### src/rtl/bus_arb_pkg.sv
`default_nettype none
// ============================================================================
// Module  : bus_arb_pkg
// Brief   : Shared arbiter state encoding and default burst limit.
// Revision: 1.0 - initial release
// ============================================================================
package bus_arb_pkg;

    typedef enum logic [1:0] {
        IDLE = 2'd0,
        OWN0 = 2'd1,
        OWN1 = 2'd2
    } arb_state_t;

    localparam int c_max_burst_default = 4;

endpackage
`default_nettype wire

### src/rtl/bus_arb_mux.sv
`default_nettype none
// ============================================================================
// Module  : bus_arb_mux
// Brief   : Grant-driven selection of address, write data and strobes.
// Revision: 1.0 - initial release
// ============================================================================
module bus_arb_mux #(
    parameter int DATA_W = 32
) (
    input  logic              i_gnt0,
    input  logic              i_gnt1,
    input  logic              i_req0,
    input  logic              i_req1,
    input  logic              i_rd0,
    input  logic              i_rd1,
    input  logic              i_wr0,
    input  logic              i_wr1,
    input  logic [DATA_W-1:0] i_addr0,
    input  logic [DATA_W-1:0] i_addr1,
    input  logic [DATA_W-1:0] i_wdata0,
    input  logic [DATA_W-1:0] i_wdata1,
    output logic              o_mem_rd,
    output logic              o_mem_wr,
    output logic [DATA_W-1:0] o_mem_addr,
    output logic [DATA_W-1:0] o_mem_wdata
);

    logic w_act0;
    logic w_act1;

    // A grant cycle whose request has already fallen is an idle bus cycle.
    assign w_act0 = i_gnt0 & i_req0;
    assign w_act1 = i_gnt1 & i_req1;

    // Write wins when a requester asserts both strobes.
    assign o_mem_wr    = (w_act0 & i_wr0) | (w_act1 & i_wr1);
    assign o_mem_rd    = (w_act0 & i_rd0 & ~i_wr0) | (w_act1 & i_rd1 & ~i_wr1);
    assign o_mem_addr  = i_gnt1 ? i_addr1  : i_addr0;
    assign o_mem_wdata = i_gnt1 ? i_wdata1 : i_wdata0;

endmodule
`default_nettype wire

### src/rtl/bus_arbiter.sv
`default_nettype none
// ============================================================================
// Module  : bus_arbiter
// Brief   : Two-requester round-robin bus arbiter with burst limiting.
// Revision: 1.0 - initial release
// ============================================================================
module bus_arbiter
    import bus_arb_pkg::*;
#(
    parameter int MAX_BURST = c_max_burst_default,
    parameter int DATA_W    = 32
) (
    input  logic              clk,
    input  logic              reset,
    input  logic              req0,
    input  logic              req1,
    input  logic              rd0,
    input  logic              rd1,
    input  logic              wr0,
    input  logic              wr1,
    input  logic [DATA_W-1:0] addr0,
    input  logic [DATA_W-1:0] addr1,
    input  logic [DATA_W-1:0] wdata0,
    input  logic [DATA_W-1:0] wdata1,
    output logic              gnt0,
    output logic              gnt1,
    output logic [DATA_W-1:0] rdata,
    output logic              mem_rd,
    output logic              mem_wr,
    output logic [DATA_W-1:0] mem_addr,
    output logic [DATA_W-1:0] mem_wdata,
    input  logic [DATA_W-1:0] mem_rdata
);

    localparam int               c_cnt_w   = (MAX_BURST > 1) ? $clog2(MAX_BURST) : 1;
    localparam logic [c_cnt_w-1:0] c_cnt_max = c_cnt_w'(MAX_BURST - 1);

    arb_state_t         r_state;
    logic [c_cnt_w-1:0] r_burst_cnt;
    logic               r_rr;
    logic               r_gnt0;
    logic               r_gnt1;
    logic               w_burst_last;

    assign w_burst_last = (r_burst_cnt == c_cnt_max);

    // Grants are registered alongside the state so they carry no decode logic.
    always_ff @(posedge clk) begin
        if (reset) begin
            r_state     <= IDLE;
            r_gnt0      <= 1'b0;
            r_gnt1      <= 1'b0;
            r_burst_cnt <= '0;
            r_rr        <= 1'b0;
        end else begin
            case (r_state)
                IDLE: begin
                    if (req0 && (!req1 || !r_rr)) begin
                        r_state <= OWN0;
                        r_gnt0  <= 1'b1;
                    end else if (req1) begin
                        r_state <= OWN1;
                        r_gnt1  <= 1'b1;
                    end
                end
                OWN0: begin
                    if (!req0 || (req1 && w_burst_last)) begin
                        r_gnt0      <= 1'b0;
                        r_rr        <= 1'b1;
                        r_burst_cnt <= '0;
                        if (req1) begin
                            r_state <= OWN1;
                            r_gnt1  <= 1'b1;
                        end else begin
                            r_state <= IDLE;
                        end
                    end else if (!w_burst_last) begin
                        r_burst_cnt <= r_burst_cnt + 1'b1;
                    end
                end
                OWN1: begin
                    if (!req1 || (req0 && w_burst_last)) begin
                        r_gnt1      <= 1'b0;
                        r_rr        <= 1'b0;
                        r_burst_cnt <= '0;
                        if (req0) begin
                            r_state <= OWN0;
                            r_gnt0  <= 1'b1;
                        end else begin
                            r_state <= IDLE;
                        end
                    end else if (!w_burst_last) begin
                        r_burst_cnt <= r_burst_cnt + 1'b1;
                    end
                end
                default: begin
                    r_state     <= IDLE;
                    r_gnt0      <= 1'b0;
                    r_gnt1      <= 1'b0;
                    r_burst_cnt <= '0;
                end
            endcase
        end
    end

    assign gnt0  = r_gnt0;
    assign gnt1  = r_gnt1;
    assign rdata = mem_rdata;

    bus_arb_mux #(
        .DATA_W (DATA_W)
    ) u_mux (
        .i_gnt0      (r_gnt0),
        .i_gnt1      (r_gnt1),
        .i_req0      (req0),
        .i_req1      (req1),
        .i_rd0       (rd0),
        .i_rd1       (rd1),
        .i_wr0       (wr0),
        .i_wr1       (wr1),
        .i_addr0     (addr0),
        .i_addr1     (addr1),
        .i_wdata0    (wdata0),
        .i_wdata1    (wdata1),
        .o_mem_rd    (mem_rd),
        .o_mem_wr    (mem_wr),
        .o_mem_addr  (mem_addr),
        .o_mem_wdata (mem_wdata)
    );

endmodule
`default_nettype wire
### config.mk
export PLATFORM = sky130hd
export DESIGN_NAME = bus_arbiter
export DESIGN_NICKNAME = d
export VERILOG_FILES = /design/src/rtl/bus_arb_pkg.sv /design/src/rtl/bus_arb_mux.sv /design/src/rtl/bus_arbiter.sv
export SDC_FILE = /design/constraint.sdc
export NUM_CORES = 1
export LEC_CHECK = 0
export ABC_AREA = 1
export CORE_AREA = 2 2 105 107
export CTS_BUF_LIST = sky130_fd_sc_hd__clkbuf_8
export DETAILED_ROUTE_END_ITERATION = 6
export DIE_AREA = 0 0 107 109
export SYNTH_ARGS = -nofsm -noshare
export SYNTH_HDL_FRONTEND = slang
export SYNTH_SLANG_ARGS = --single-unit
### constraint.sdc
create_clock -name clk -period 1.35 [get_ports clk]
set_input_delay 0.2025 -clock clk [delete_from_list [all_inputs] [get_ports clk]]
set_output_delay 0.2025 -clock clk [all_outputs]
set_load 0.05 [all_outputs]
==> flow_summary.ini, run 1 <==
[clocking]
tritoncts = built
cts-root-buf = clkbuf_8
clock_path_buffers = 2
cts_inserted_buffers = 3
insertion_delay_ns = 0.23
path_clk_slew_ns = 0.04
clock_sinks = 7
cts_max_level = 1

[routing]
vias = 2526
drtAntennaViolNets = 0
drt_wl_total_mm = 8.09
via_per_inst = 4.04
routedWlPerCell_um = 13.0
firstDrtPassIters = 4
drc_errors = 0
drt-initial-drc-count = 110

[critical_path]
r2r-start = r_state[1]
endpoint_kind = primary output
r2r_cells = 7
cp-startpoint = gnt1
cp.arrival_ns = 1.22
critPathSlowestCell = dfxtp_4
r2r_setup_slack_ns = 0.10
slowest_delay_ns = 0.42
cp_max_fo = 12
cp-start-kind = flip-flop
criticalPathCategory = flip-flop to primary output
required_ns = 1.15
cp_cell_sequence = buf_12, buf_12, nand2_2, nand2_2, buf_8
critical_path.top_delay_family = buffers and inverters
crit_buf_inv = 3
cp-endpoint = mem_addr[5]
r2r-end = r_state[1]
cp.depth = 5

[sta]
setup_slack_ns = -0.0685
max_slew.worst_pin.slew_ns = 0.206
skew_ns = 0.00153
setup_violations = 65
timing_hold_violations_final = 0
final_max_slew_viol_count = 0
rsz0062_at_grt = yes
fmax_mhz = 705
relSlewSlack_pct = 86.2
finalCritPeriodShare_pct = 105
layout_min_cycle_time_ns = 1.42

[power]
finalPower_mw = 5.63
max-vdd-ir-drop_uv = 659
switchingPower_mw = 3.06
swShare_pct = 54.2
combPwrFrac_pct = 88.6
leakagePower_nw = 1.97
powerDensity_mw_per_mm2 = 1340
clock_power_share_pct = 5.1
internal-power_mw = 2.58
pwr-share-seq_pct = 6.3

[synthesis]
syn_nets = 485
synth.cell_area_sq_mm = 0.00150
ys_seq_area_share_pct = 9.32
synth_top_area_cell = nand2_1
yosysTopAreaCellShare_pct = 53.9
yosys_register_bits = 7
syn-mean-instance-area_sq_um = 4.80
synth.area.top_cells = nand2_1 54%, buf_4 16%, dfxtp_1 9.3%, buf_2 4.0%, a21oi_1 3.3%
synth_cells = 313
synth_warnings = 0
yosysUniqueCellTypes = 17

[layout]
fin_nets = 658
layout-drive-gt1-share_pct = 33.4
syn2layout_area_growth_pct = 180
stdcell_count = 625
antenna_cells = 0

[global_route]
grt_usage_pct = 12.6
grt_pass1_vias = 2495
grt_pass1_wl_mm = 12.0
grt_max_degree = 34
overflow = 0
antenna_found_initial = 0

[floorplanning]
core_sq_mm = 0.0106
start_util_pct = 14.2
dieHeight_um = 109
dieArea_sq_mm = 0.0117
ios = 268
core.rowCount = 38
die_w_um = 107

[job]
cap_violations = 0

[placed_design]
dp_hpwl_mm = 5.98
placed_cells = 616
routabilityCongestion = 0.848
port_buffers = 203

[outcome]
outcome = finished with violations
violations = negative setup slack

[min_path]
min_path_type = input pin to primary output
-- final cells by class --
cell class / count / area [sq um]
Sequential cell: 7 / 148
Inverter: 12 / 52.6
Clock inverter: 1 / 3.75
Tap cell: 140 / 175
Multi-Input combinational cell: 247 / 1250
Fill cell: 1053 / 6390
Timing Repair Buffer: 215 / 2540
Clock buffer: 3 / 41.3
-- flip-flops by register name (all words and copies together) (netlist names) --
name         flops
r_burst_cnt      2
r_state          2
gnt0             1
gnt1             1
r_rr             1
-- power by group through the flow --
| stage | logic [mW] | registers, mW | clock network (mW) |
|---|---|---|---|
| after floorplan | 2.83 | 0.364 | 0 |
| after global placement | 4.03 | 0.325 | 0 |
| after detailed placement | 4.05 | 0.324 | 0 |
| after CTS | 4.95 | 0.340 | 0.294 |
| after global routing | 5.27 | 0.360 | 0.307 |
| final | 4.99 | 0.355 | 0.286 |
-- kinds of logic (layout without fill, tap and decap cells) --
| kind of cell | Yosys count | in the layout | synth area share [%] |
|---|---|---|---|
| buf+inv | 59 | 231 | 24.2 |
| simple gates | 230 | 230 | 58.5 |
| compound gates | 13 | 13 | 4.66 |
| fa+ha+maj | 4 | 4 | 3.33 |
| flops | 7 | 7 | 9.32 |
-- cell usage in the layout (no fill, tap or decap), types with 3 or more instances in the layout --
cell	instances
ha_4	3
buf_12	10
buf_6	17
clkdlybuf4s50_1	133
inv_2	3
nand2_2	61
nand2_4	3
clkbuf_8	3
nand3_1	4
dfxtp_1	3
buf_8	48
buf_4	3
inv_1	8
nor2_1	4
nand2_1	155
dfxtp_2	3
a21oi_1	9
-- how the worst min path moves through the flow --
stage / startpoint / endpoint / slack [ns] / cells past startpoint
2_1_floorplan: reset / r_state[0] / 0.27 / 1
3_5_place_dp: mem_rdata[20] / rdata[20] / 0.41 / 0
6_report: mem_rdata[17] / rdata[17] / 0.41 / 0
5_1_grt: mem_rdata[17] / rdata[17] / 0.41 / 0
4_1_cts: mem_rdata[20] / rdata[20] / 0.41 / 0
3_3_place_gp: mem_rdata[20] / rdata[20] / 0.41 / 0
-- metrics by stage --
stage | hold WS, ns | util (%) | setup WS, ns | cell area [sq um] | TNS [ns]
after floorplan | 0.272 | - | 0.00985 | 1660 | 0
after global placement | 0.405 | 33.2 | -0.105 | 3520 | -0.681
after detailed placement | 0.405 | 33.2 | -0.163 | 3520 | -0.960
after CTS | 0.405 | 39.1 | -0.0782 | 4150 | -3.15
after global routing | 0.405 | 39.7 | -0.119 | 4210 | -5.86
final | 0.405 | 39.7 | -0.0685 | 4210 | -2.06
-- synth_stat cells (all sizes together) --
cell type,count
buf,45
nand2,219
clkbuf,2
nor3,3
a21oi,10
clkinv,1
o211ai,1
dfxtp,7
nand3,4
nor2,4
ha,4
inv,11
o22ai,2
-- routing by layer --
metal	vias to the layer above	track usage [%]	wire length, um
met5	-	0	0
met4	0	2.32	78
met3	10	5.50	1090
met2	167	22.9	4070
met1	1100	13.6	2850
li1	1249	-	-
-- repair_timing --
item                       CTS  global route
gates cloned                 2             1
hold buffers                 0             0
setup buffers                3             0
setup endpoints to repair   67            73
pin swaps                    1             5
resized for setup          132            17
Note: power is estimated with default switching activity, not from simulation.
==> inputs of run 2 (changes only) <==
Settings changed: ABC_AREA 1 to not set, SYNTH_HIERARCHICAL set to 1.
==> run 2 against run 1 <==
Against the previous run:
- the run still ends with negative setup slack left
- count of clock-buffer cells in the layout stayed put
- final area increased by 14%
- critical path depth shrank 1
- clock power grew 5%
- fmax shrank 15%
- non-clock buffer count is 24 higher
- synthesized cell count down 50%
- synthesized area up 11%
- setup slack worse by 0.24 ns
==> flow_summary.ini, run 2 <==
[outcome]
outcome = finished with violations
violations = negative setup slack

[critical_path]
crit_top_cell = buf_12
criticalPathCategory = flip-flop to primary output
cp_cell_sequence = clkbuf_16, buf_12, mux2_4, buf_12
cp-start-kind = flip-flop
endpoint_kind = primary output
cp_max_fo = 7
r2r_cells = 7
crit_buf_inv = 3
critical_path.top_delay_family = flip-flops
slowest_delay_ns = 0.45
r2r-start = r_state[1]
cp.arrival_ns = 1.46
r2r_setup_slack_ns = -0.27
critPathSlowestCell = dfxtp_4
required_ns = 1.15
r2r-end = r_state[1]

[routing]
drtAntennaViolNets = 0
routedWlPerCell_um = 15.9
drt_wl_total_mm = 7.93
drt-initial-drc-count = 59
firstDrtPassIters = 4
vias = 2015
drc_errors = 0
via_per_inst = 4.03

[clocking]
path_clk_slew_ns = 0.04
cts_hold_buf = 0
insertion_delay_ns = 0.23
tritoncts = built
clock_path_buffers = 2
cts-root-buf = clkbuf_8
cts_inserted_buffers = 3
clock_sinks = 7
cts_max_level = 1

[power]
swShare_pct = 44.5
clock_power_share_pct = 3.9
finalPower_mw = 7.79
pwr-share-seq_pct = 5.5
internal-power_mw = 4.32
switchingPower_mw = 3.46
powerDensity_mw_per_mm2 = 1620
combPwrFrac_pct = 90.7
leakagePower_nw = 2.05
max-vdd-ir-drop_uv = 886

[synthesis]
synth.cell_area_sq_mm = 0.00167
synth_edf_count = 0
yosys.cell_count.top_type = mux2_4
yosys_register_bits = 7
yosysUniqueCellTypes = 33
synth.area.top_cells = mux2_4 34%, mux2_2 18%, buf_4 14%, dfxtp_1 8.4%, buf_6 4.0%
synth_top_area_cell = mux2_4
async_flop_share_pct = 0
syn_nets = 330
syn-mean-instance-area_sq_um = 10.6
yosysTopAreaCellShare_pct = 34.1
synth_common_cells = 38 x mux2_4, 32 x buf_4, 26 x mux2_2, 7 x dfxtp_1, 6 x buf_6
synth_warnings = 6
synth_flop_cell = dfxtp_1
synth_cells = 158
ys_seq_area_share_pct = 8.38

[sta]
rsz0062_at_grt = yes
fin_tns_setup_ns = -18.73
setup_slack_ns = -0.311
layout_min_cycle_time_ns = 1.66
max_slew.worst_pin.slew_ns = 0.262
finalCritPeriodShare_pct = 123
setup_violations = 74
final_max_slew_viol_count = 0
relSlewSlack_pct = 82.5
timing_hold_violations_final = 0
hold_slack_ns = 0.405
skew_ns = 0.00199
fmax_mhz = 602

[global_route]
grt_usage_pct = 11.9
grt_max_degree = 17
antenna_found_initial = 0
grt_pass1_wl_mm = 11.0
use_met3_pct = 4.12
grt_pass1_vias = 2101
gr-usage-met1_pct = 13.0
overflow = 0
grt-busiest-layer = met2
met2_usage_pct = 22.5

[min_path]
min_path_type = input pin to primary output
worstHoldPathCells = 0
min-delay-start = mem_rdata[10]
holdPathEnd = rdata[10]

[job]
cap_violations = 0

[floorplanning]
start_util_pct = 15.8
dieArea_sq_mm = 0.0117
dieHeight_um = 109
core_sq_mm = 0.0106
ios = 268
core.rowCount = 38
die_w_um = 107

[layout]
fin_area_sq_mm = 0.00481
fin_nets = 533
stdcell_count = 500
final_common_cell = clkdlybuf4s50_1
final_util_pct = 45.4
reg_top3 = r_burst_cnt x2, r_state x2
layout_common_cells = 134 x clkdlybuf4s50_1, 63 x mux2_4, 59 x buf_12
antenna_cells = 0
layout-drive-gt1-share_pct = 53.9
syn2layout_area_growth_pct = 188

[placed_design]
dp_hpwl_mm = 6.17
placed_area_sq_mm = 0.00435
place_ws_ns = -0.490
routabilityCongestion = 0.790
placed_cells = 483
port_buffers = 203
[run 2: changes by cell type in the layout (fill, tap and decap cells not counted), sizes merged, moves of 3 or more]
cell and change:
buf +22, nand2 -215, o21ai +3, nor3 -3, a211oi +4, mux2 +64, inv -7, a21oi -5
[run 2: timing repair]
action / 4_1_cts / 5_1_grt
endpoints found under the hold margin: 0 / 0
endpoints found under the setup margin: 73 / 74
cloned: 2 / 3
pin swaps: 3 / 5
gates resized for setup: 49 / 12
setup buffers: 5 / 5
[run 2: kinds of logic (layout without fill, tap and decap cells)]
kind of cell	Yosys count	in the layout	share of synthesized area, %
compound gates	21	21	10.8
fa+ha+maj	4	4	2.99
buf+inv	45	247	20.2
flops	7	7	8.38
mux	64	64	51.6
simple gates	17	17	5.99
[run 2: layer usage]
metal  vias up  wire length (um)
met1       943              2920
li1        949                 -
met4         0                49
met3         6               736
met2       117              4220
met5         -                 0
[run 2: worst max path at each step]
| stage | from | endpoint | slack, ns | cells past startpoint |
|---|---|---|---|---|
| final | gnt1 | mem_wdata[26] | -0.31 | 4 |
| after global routing | r_state[1] | r_state[1] | -0.37 | 7 |
| after CTS | gnt1 | mem_addr[17] | -0.29 | 4 |
| after detailed placement | req0 | r_state[1] | -0.49 | 6 |
| after global placement | req0 | r_state[1] | -0.43 | 6 |
| after floorplan | r_state[1] | r_state[1] | -0.24 | 6 |
[run 2: cell type report]
type,instances,area [sq um]
fill,948,5790
inverter,4,20.0
tap,140,175
sequential,7,151
clock inverter,1,3.75
timing repair buffer,239,3060
clock buffer,3,41.3
multi-input combinational,106,1360
[run 2: power groups by stage]
stage / logic (mW) / registers (mW) / clock network [mW]
global route: 7.33 / 0.441 / 0.322
finish: 7.06 / 0.427 / 0.300
global placement: 6.19 / 0.370 / 0
CTS: 6.85 / 0.410 / 0.312
detailed placement: 6.24 / 0.376 / 0
floorplan: 3.71 / 0.438 / 0
==> inputs of run 3 (changes only) <==
Settings changed: MAX_ROUTING_LAYER set to met4.
Clock period 1.35 ns to 1.6 ns, I/O delays scaled along.
==> run 3 against run 2 <==
Against the previous run:
- total power is 22% lower
- largest power group unchanged
- first-iteration DRC count down 36%
- combinational power decreased by 22%
- final area down 7.3%
- the run still ends with negative setup slack left
==> flow_summary.ini, run 3 (synthesis results as in run 2) <==
[routing]
drc_errors = 0
vias = 1987
drt_wl_total_mm = 7.96
drtAntennaViolNets = 0
firstDrtPassIters = 4
drt-initial-drc-count = 38
via_per_inst = 4.04
routedWlPerCell_um = 16.2

[floorplanning]
core.rowCount = 38
dieArea_sq_mm = 0.0117
core_sq_mm = 0.0106
ios = 268
dieHeight_um = 109
die_w_um = 107
start_util_pct = 15.8

[placed_design]
routabilityCongestion = 0.771
place_ws_ns = -0.291
dp_hpwl_mm = 6.23
port_buffers = 203
placed_area_sq_mm = 0.00383

[global_route]
met2_usage_pct = 22.3
antenna_found_initial = 1
overflow = 0
grt_max_degree = 14
grt_pass1_vias = 2033
use_met3_pct = 4.12
gr-usage-met1_pct = 13.1
grt_usage_pct = 12.1
grt-busiest-layer = met2
grt_pass1_wl_mm = 10.7

[clocking]
cts_max_level = 1
cts_inserted_buffers = 3
clock_path_buffers = 2
insertion_delay_ns = 0.22
tritoncts = built
cts_hold_buf = 0
cts-root-buf = clkbuf_8
path_clk_slew_ns = 0.04
clock_sinks = 7

[power]
pwr-share-seq_pct = 5.0
swShare_pct = 46.3
combPwrFrac_pct = 91.0
internal-power_mw = 3.25
switchingPower_mw = 2.79
clock_power_share_pct = 4.0
max-vdd-ir-drop_uv = 832
powerDensity_mw_per_mm2 = 1350
leakagePower_nw = 1.92

[sta]
timing_hold_violations_final = 0
final_max_slew_viol_count = 0
skew_ns = 0.000385
relSlewSlack_pct = 83.6
setup_slack_ns = -0.0673
setup_violations = 19
rsz0062_at_grt = yes
finalCritPeriodShare_pct = 104
layout_min_cycle_time_ns = 1.67
fmax_mhz = 600
max_slew.worst_pin.slew_ns = 0.246

[outcome]
outcome = finished with violations
violations = negative setup slack

[min_path]
holdPathEnd = rdata[13]
min_path_type = input pin to primary output
min-delay-start = mem_rdata[13]
worstHoldPathCells = 0

[layout]
nFillCells = 999
final_common_cell = clkdlybuf4s50_1
layout-drive-gt1-share_pct = 50.4
fin_nets = 524
layout_common_cells = 133 x clkdlybuf4s50_1, 64 x mux2_4, 37 x buf_6
syn2layout_area_growth_pct = 167
fin_area_sq_mm = 0.00446
reg_top3 = r_burst_cnt x2, r_state x2

[critical_path]
cp.arrival_ns = 1.79
r2r-start = r_state[0]
endpoint_kind = flip-flop
cp-start-kind = flip-flop
r2r-end = r_state[1]
r2r_cells = 7
cp_max_fo = 3
cp_cell_sequence = inv_2, ha_2, a22o_4, a221oi_4, buf_4, nand2_2, o41ai_2
r2r_setup_slack_ns = -0.07
criticalPathCategory = flip-flop to flip-flop
slowest_delay_ns = 0.36
required_ns = 1.72
critPathSlowestCell = dfxtp_4

[job]
cap_violations = 0
-- run 3: worst max-delay path, delay by kind of cell (launching register included) --
kind            cells  cell delay, ns
buf+inv             2            0.21
fa+ha+maj           1            0.19
simple gates        1            0.05
flops               1            0.36
compound gates      3            0.75
-- run 3: per-stage QoR --
step | std cells | hold WS, ns | util (%) | TNS [ns] | power, mW
2_1_floorplan | 158 | 0.482 | - | -0.0810 | 3.36
3_3_place_gp | 475 | 0.480 | 36.1 | -1.48 | 4.78
3_5_place_dp | 475 | 0.480 | 36.1 | -1.62 | 4.81
4_1_cts | 489 | 0.480 | 40.7 | -0.662 | 5.89
5_1_grt | 492 | 0.480 | 42.1 | -1.99 | 6.28
6_report | 492 | 0.480 | 42.1 | -0.356 | 6.04
-- run 3: worst max path at each step --
| stage | startpoint | to |
|---|---|---|
| global route | r_state[0] | r_state[1] |
| CTS | r_state[0] | r_state[1] |
| global placement | req0 | r_state[1] |
| floorplan | r_state[0] | r_state[1] |
| finish | r_state[0] | r_state[1] |
| detailed placement | req0 | r_state[1] |
-- run 3: routing by layer --
layer | vias to the layer above | part of all wire [%]
met5 | - | 0
met4 | 0 | 0.15
met3 | 4 | 9.6
met2 | 124 | 52
met1 | 924 | 38
li1 | 935 | -
-- run 3: cell type report --
class	count	area, sq um	share of cell area, %
multi-input cells	106	1310	29.3
inverters	4	15.0	0.337
clock inverters	1	3.75	0.0842
clock buffers	3	41.3	0.926
repair buffers	230	2770	62.0
diodes	1	2.50	0.0561
flip-flops and latches	7	149	3.34
well taps	140	175	3.93
-- run 3: power by group through the flow --
stage	sequential (mW)	clock [mW]	combinational [mW]
finish	0.302	0.242	5.49
global route	0.311	0.258	5.71
detailed placement	0.327	0	4.48
CTS	0.302	0.250	5.34
floorplan	0.360	0	3.00
global placement	0.325	0	4.46
-- run 3: timing repair --
| item | in CTS | in global routing |
|---|---|---|
| setup endpoints to repair | 67 | 66 |
| resized for setup | 66 | 25 |
| buffers inserted | 4 | 0 |
| gates cloned | 6 | 2 |
| pin swaps | 0 | 0 |
